File: config.mk
export PLATFORM = sky130hd
export DESIGN_NAME = elastic_pipe_reg
export DESIGN_NICKNAME = d
export VERILOG_FILES = /design/src/rtl/riscv_types.sv /design/src/rtl/n_bit_reg_wclr.sv /design/src/rtl/elastic_pipe_reg.sv
export SDC_FILE = /design/constraint.sdc
export NUM_CORES = 1
export LEC_CHECK = 0
export CORE_MARGIN = 3
export CORE_UTILIZATION = 49
export CTS_CLUSTER_DIAMETER = 80
export DETAILED_ROUTE_END_ITERATION = 10
export PLACE_DENSITY = 0.86
export SYNTH_ARGS = -nofsm -noshare
export SYNTH_HDL_FRONTEND = slang
export SYNTH_HIERARCHICAL = 1
export SYNTH_SLANG_ARGS = --single-unit
File: constraint.sdc
create_clock -name clk -period 2.26 [get_ports clk]
set_input_delay 0.452 -clock clk [delete_from_list [all_inputs] [get_ports clk]]
set_output_delay 0.452 -clock clk [all_outputs]
set_load 0.005 [all_outputs]
File: src/rtl/riscv_types.sv
// Shared type definitions for the elastic pipeline stage.
package riscv_types;

  typedef enum logic [1:0] {
    EMPTY = 2'd0,
    BUSY  = 2'd1,
    FULL  = 2'd2
  } elastic_state_t;

  // The state encoding equals the entry count, so occupancy is the state itself.
  function automatic logic [1:0] occupancy_of(elastic_state_t s);
    return 2'(s);
  endfunction

endpackage

File: src/rtl/n_bit_reg_wclr.sv
// N-bit payload register with write enable and a synchronous clear that wins over the write.
module n_bit_reg_wclr #(
  parameter int           N           = 32,
  parameter logic [N-1:0] RESET_VALUE = '0,
  parameter logic [N-1:0] CLR_VALUE   = '0
) (
  input  logic         clk,
  input  logic         reset_n,
  input  logic         clear,
  input  logic         wen,
  input  logic [N-1:0] d,
  output logic [N-1:0] q
);

  logic [N-1:0] q_d;
  logic [N-1:0] q_q;

  always_comb begin
    q_d = q_q;
    if (clear) begin
      q_d = CLR_VALUE;
    end else if (wen) begin
      q_d = d;
    end
  end

  always_ff @(posedge clk or negedge reset_n) begin
    if (!reset_n) begin
      q_q <= RESET_VALUE;
    end else begin
      q_q <= q_d;
    end
  end

  assign q = q_q;

endmodule

File: src/rtl/elastic_pipe_reg.sv
// Elastic valid/ready pipeline register: one-entry (SKID=0) or two-entry skid (SKID=1).
// Handshake: a beat transfers on a rising edge where valid and ready are both high;
// in_ready is registered and never depends on out_ready in the same cycle.
module elastic_pipe_reg
  import riscv_types::*;
#(
  parameter int               WIDTH       = 32,
  parameter int               SKID        = 1,
  parameter logic [WIDTH-1:0] RESET_VALUE = '0,
  parameter logic [WIDTH-1:0] CLR_VALUE   = '0
) (
  input  logic             clk,
  input  logic             reset_n,
  input  logic             in_valid,
  input  logic [WIDTH-1:0] in_data,
  output logic             in_ready,
  output logic             out_valid,
  output logic [WIDTH-1:0] out_data,
  input  logic             out_ready,
  input  logic             flush,
  output logic [1:0]       occupancy
);

  elastic_state_t   state_q, state_d;
  logic             in_ready_q, in_ready_d;
  logic             in_fire, out_fire;
  logic             main_wen, skid_wen, main_from_skid;
  logic [WIDTH-1:0] main_d, main_q, skid_q;

  assign in_fire  = in_valid & in_ready_q;
  assign out_fire = (state_q != EMPTY) & out_ready;

  always_comb begin
    state_d        = state_q;
    main_wen       = 1'b0;
    skid_wen       = 1'b0;
    main_from_skid = 1'b0;
    unique case (state_q)
      EMPTY: begin
        if (in_fire) begin
          main_wen = 1'b1;
          state_d  = BUSY;
        end
      end
      BUSY: begin
        if (SKID != 0) begin
          if (in_fire && out_fire) begin
            main_wen = 1'b1;
          end else if (in_fire) begin
            skid_wen = 1'b1;
            state_d  = FULL;
          end else if (out_fire) begin
            state_d = EMPTY;
          end
        end else if (out_fire) begin
          state_d = EMPTY;
        end
      end
      FULL: begin
        if (out_fire) begin
          main_wen       = 1'b1;
          main_from_skid = 1'b1;
          state_d        = BUSY;
        end
      end
      default: state_d = EMPTY;
    endcase
    // Flush discards everything, including a handshake completing this cycle.
    if (flush) begin
      state_d  = EMPTY;
      main_wen = 1'b0;
      skid_wen = 1'b0;
    end
    in_ready_d = (SKID != 0) ? (state_d != FULL) : (state_d == EMPTY);
  end

  always_ff @(posedge clk or negedge reset_n) begin
    if (!reset_n) begin
      state_q    <= EMPTY;
      in_ready_q <= 1'b1;
    end else begin
      state_q    <= state_d;
      in_ready_q <= in_ready_d;
    end
  end

  assign main_d = main_from_skid ? skid_q : in_data;

  n_bit_reg_wclr #(
    .N           (WIDTH),
    .RESET_VALUE (RESET_VALUE),
    .CLR_VALUE   (CLR_VALUE)
  ) u_main (
    .clk     (clk),
    .reset_n (reset_n),
    .clear   (flush),
    .wen     (main_wen),
    .d       (main_d),
    .q       (main_q)
  );

  generate
    if (SKID != 0) begin : g_skid
      n_bit_reg_wclr #(
        .N           (WIDTH),
        .RESET_VALUE (RESET_VALUE),
        .CLR_VALUE   (CLR_VALUE)
      ) u_skid (
        .clk     (clk),
        .reset_n (reset_n),
        .clear   (flush),
        .wen     (skid_wen),
        .d       (in_data),
        .q       (skid_q)
      );
    end else begin : g_no_skid
      assign skid_q = CLR_VALUE;
    end
  endgenerate

  assign in_ready  = in_ready_q;
  assign out_valid = (state_q != EMPTY);
  assign out_data  = main_q;
  assign occupancy = occupancy_of(state_q);

endmodule

==> results.sh <==
export IMPL_worstReg2RegEnd="g_skid.u_skid/q[28]"
export IMPL_initial_core_util_pct=51.55
export IMPL_via_count=2183
export IMPL_buffer_ports_inserted=72
export IMPL_gate_count_post_synth=259
export IMPL_grt_overflow_total=0
export IMPL_clk_pin_slew_ps=70
export IMPL_diodes=0
export IMPL_r2r_start="occupancy[1]"
export IMPL_power_leakage_uw=0.001961
export IMPL_synth_sequential_area_ratio_pct=50.39
export IMPL_average_cell_area_after_synthesis_sq_um=12.85
export IMPL_vias_per_cell=5.248
export IMPL_r2r_worst_path_cells=6
export IMPL_wl_microns=6574
export IMPL_yosys_cell_types_count=20
export IMPL_detail_route_drc_violations=0
export IMPL_globalRouteTotalUtil_pct=18.11
export IMPL_std_cell_rows=29
export IMPL_grt_max_degree=68
export IMPL_area_of_the_die_sq_um=7820
export IMPL_async_reset_ff_share_pct=100.0
export IMPL_hold_buffers=0
export IMPL_ys_top_cells_by_area="dfrtp_1, mux2i_1, mux2_4"
export IMPL_drt_wirelength_per_cell_microns=15.80
export IMPL_clock_insertion_delay_worst_skew_ps=330
export IMPL_drive_above_1_share_pct=18.88
export IMPL_period_share_pct=88.27
export IMPL_final_setup_skew_ps=7.820
export IMPL_timing_hold_worst_class="in -> async"
export IMPL_die_x_microns=88.43
export IMPL_grt_pass1_wl_microns=10910
export IMPL_drt_antenna_violating_nets=0
export IMPL_powerDensity_nw_per_um2=612.4
export IMPL_max_ir_drop_vdd_mv=0.3785
export IMPL_drv_slew=0
export IMPL_status="completed"
export IMPL_boundaryPins=73
export IMPL_cts_num_sinks=67
export IMPL_ys_flop_type="dfrtp_1"
export IMPL_dr_pass1_iters=4
export IMPL_cts_htree_levels=3
export IMPL_synth_largest_type_area_fraction_pct=49.61
export IMPL_buffers_inserted_by_post_cts_timing_repair=0
export IMPL_max_clock_path_buffers=2
export IMPL_finalNetCount=371
export IMPL_dpl_worst_slack_ps=61.33
export IMPL_numCtsBuffers=9
export IMPL_synth_edff_count=0
export IMPL_critPathRequiredTime_ps=1810
export IMPL_tns_ps=0
export IMPL_core_region_area_sq_um=6459
export IMPL_synthDominantAreaCellType="dfrtp_1"
export IMPL_detailed_place_hpwl_microns=4359
export IMPL_drtIter0Drc=65
export IMPL_timing_slew_headroom_pct=71.82
export IMPL_arrival_ps=1540
export IMPL_hold_viol_final=0
export IMPL_synth_net_count=296
export IMPL_die_height_microns=88.43
export IMPL_category_of_the_most_critical_setup_path="reg -> out"
export IMPL_critical_path_peak_fanout=6
export IMPL_area_growth_syn_to_layout_pct=28.41
export IMPL_final_worst_path_setup_slack_ps=265.0
export IMPL_clk_root_buffer_cell="clkbuf_8"
export IMPL_ctsResizeCount=0
export IMPL_max_cap_viol_count=0
export IMPL_setup_repair_after_global_routing_missed_its_margin="no"
export IMPL_r2r_setup_slack_ps=540
export IMPL_synth_area_sq_um=3329
export IMPL_endpoint_kind="primary output"
export IMPL_yosys_register_bits=67
export IMPL_finalWeightedCongestion=0.7071
export IMPL_setup_viol=0
export IMPL_worstSetupStartpointType="flop"
export IMPL_maxClockFrequency_ghz=0.5013
export IMPL_tritoncts="done"
export IMPL_antenna_found_initial=0
export IMPL_worst_slew_pin_slew_ps=422.7
export IMPL_grt_pass1_vias=2261
export IMPL_synth_yosys_warnings=6
export IMPL_period_needed_ps=1995
[per-layer routing]
| layer | GRT usage (%) | vias to the layer above | part of all wire (%) |
|---|---|---|---|
| met5 | 0 | - | 0 |
| met4 | 7.005 | 0 | 0.88 |
| met3 | 4.562 | 6 | 5.4 |
| met2 | 28.35 | 53 | 49 |
| met1 | 24.34 | 1095 | 45 |
| li1 | - | 1029 | - |
[cells in the mapped netlist (2+ instances only)]
cell and number:
mux2i_1 64, nand2b_1 2, nand2_1 3, buf_6 5, clkbuf_1 6, mux2_2 4, dfrtp_1 66, buf_12 6
mux2_4 28, nor2_1 65
[power by group]
| group | internal [uW] | switching [uW] |
|---|---|---|
| Sequential | 1240 | 26.2 |
| Combinational | 228 | 154 |
| Clock | 508 | 463 |
[worst max path at each step]
| stage | start | to | slack [ps] | depth (start not counted) |
|---|---|---|---|---|
| 3_3_place_gp | out_ready | u_main/q[15] | 140 | 7 |
| 6_report | occupancy[1] | out_valid | 260 | 2 |
| 3_5_place_dp | out_ready | u_main/q[25] | 60 | 7 |
| 4_1_cts | occupancy[1] | out_valid | 230 | 2 |
| 5_1_grt | occupancy[1] | out_valid | 200 | 2 |
| 2_1_floorplan | in_ready | g_skid.u_skid/q[0] | 670 | 7 |
[area by class of cell]
type                            instances  area (sq um)
Fill cell                             520          2183
Clock buffer                            9         123.9
Sequential cell                        67          1678
Tap cell                               77         96.34
Clock inverter                          7         67.56
Timing Repair Buffer                   81         840.8
Multi-Input combinational cell        175          1469
[registers in the layout (all words and copies together), names as in the netlist]
register         count
in_ready             1
g_skid.u_skid/q     32
u_main/q            32
occupancy            2
[worst max-delay path, cell delays in order, from the launching register on]
cell             delay (ps)
dfrtp_1                 460
or2_2                   300
clkdlybuf4s50_1         460
[through the flow]
step	area (sq um)	utilization, %	instances	hold slack [ps]	total power (uW)
2_1_floorplan	3329	-	259	156.4	1479
3_3_place_gp	4084	63.23	400	497.3	1663
3_5_place_dp	4084	63.23	400	505.3	1673
4_1_cts	4275	66.20	416	132.2	2655
5_1_grt	4275	66.20	416	155.2	2740
6_report	4275	66.20	416	124.3	2618
[kinds of logic (layout without fill, tap and decap cells)]
logic type / after synthesis / after routing / share of synthesized area (%)
compound gates: 4 / 4 / 0.9020
buf+inv: 17 / 97 / 5.975
flops: 67 / 67 / 50.39
mux: 96 / 96 / 33.22
xor+xnor: 1 / 1 / 0.2631
simple gates: 74 / 74 / 9.244
[cell usage in the layout (no fill, tap or decap), types with 2 or more instances in the layout]
master,instances
buf_12,5
buf_2,2
buf_4,4
clkbuf_8,9
clkdlybuf4s50_1,70
clkinv_2,4
dfrtp_1,66
mux2_2,4
mux2_4,28
mux2i_1,64
nand2_1,3
nand2b_1,2
nor2_1,65
Power figures use the tool's default switching activity.
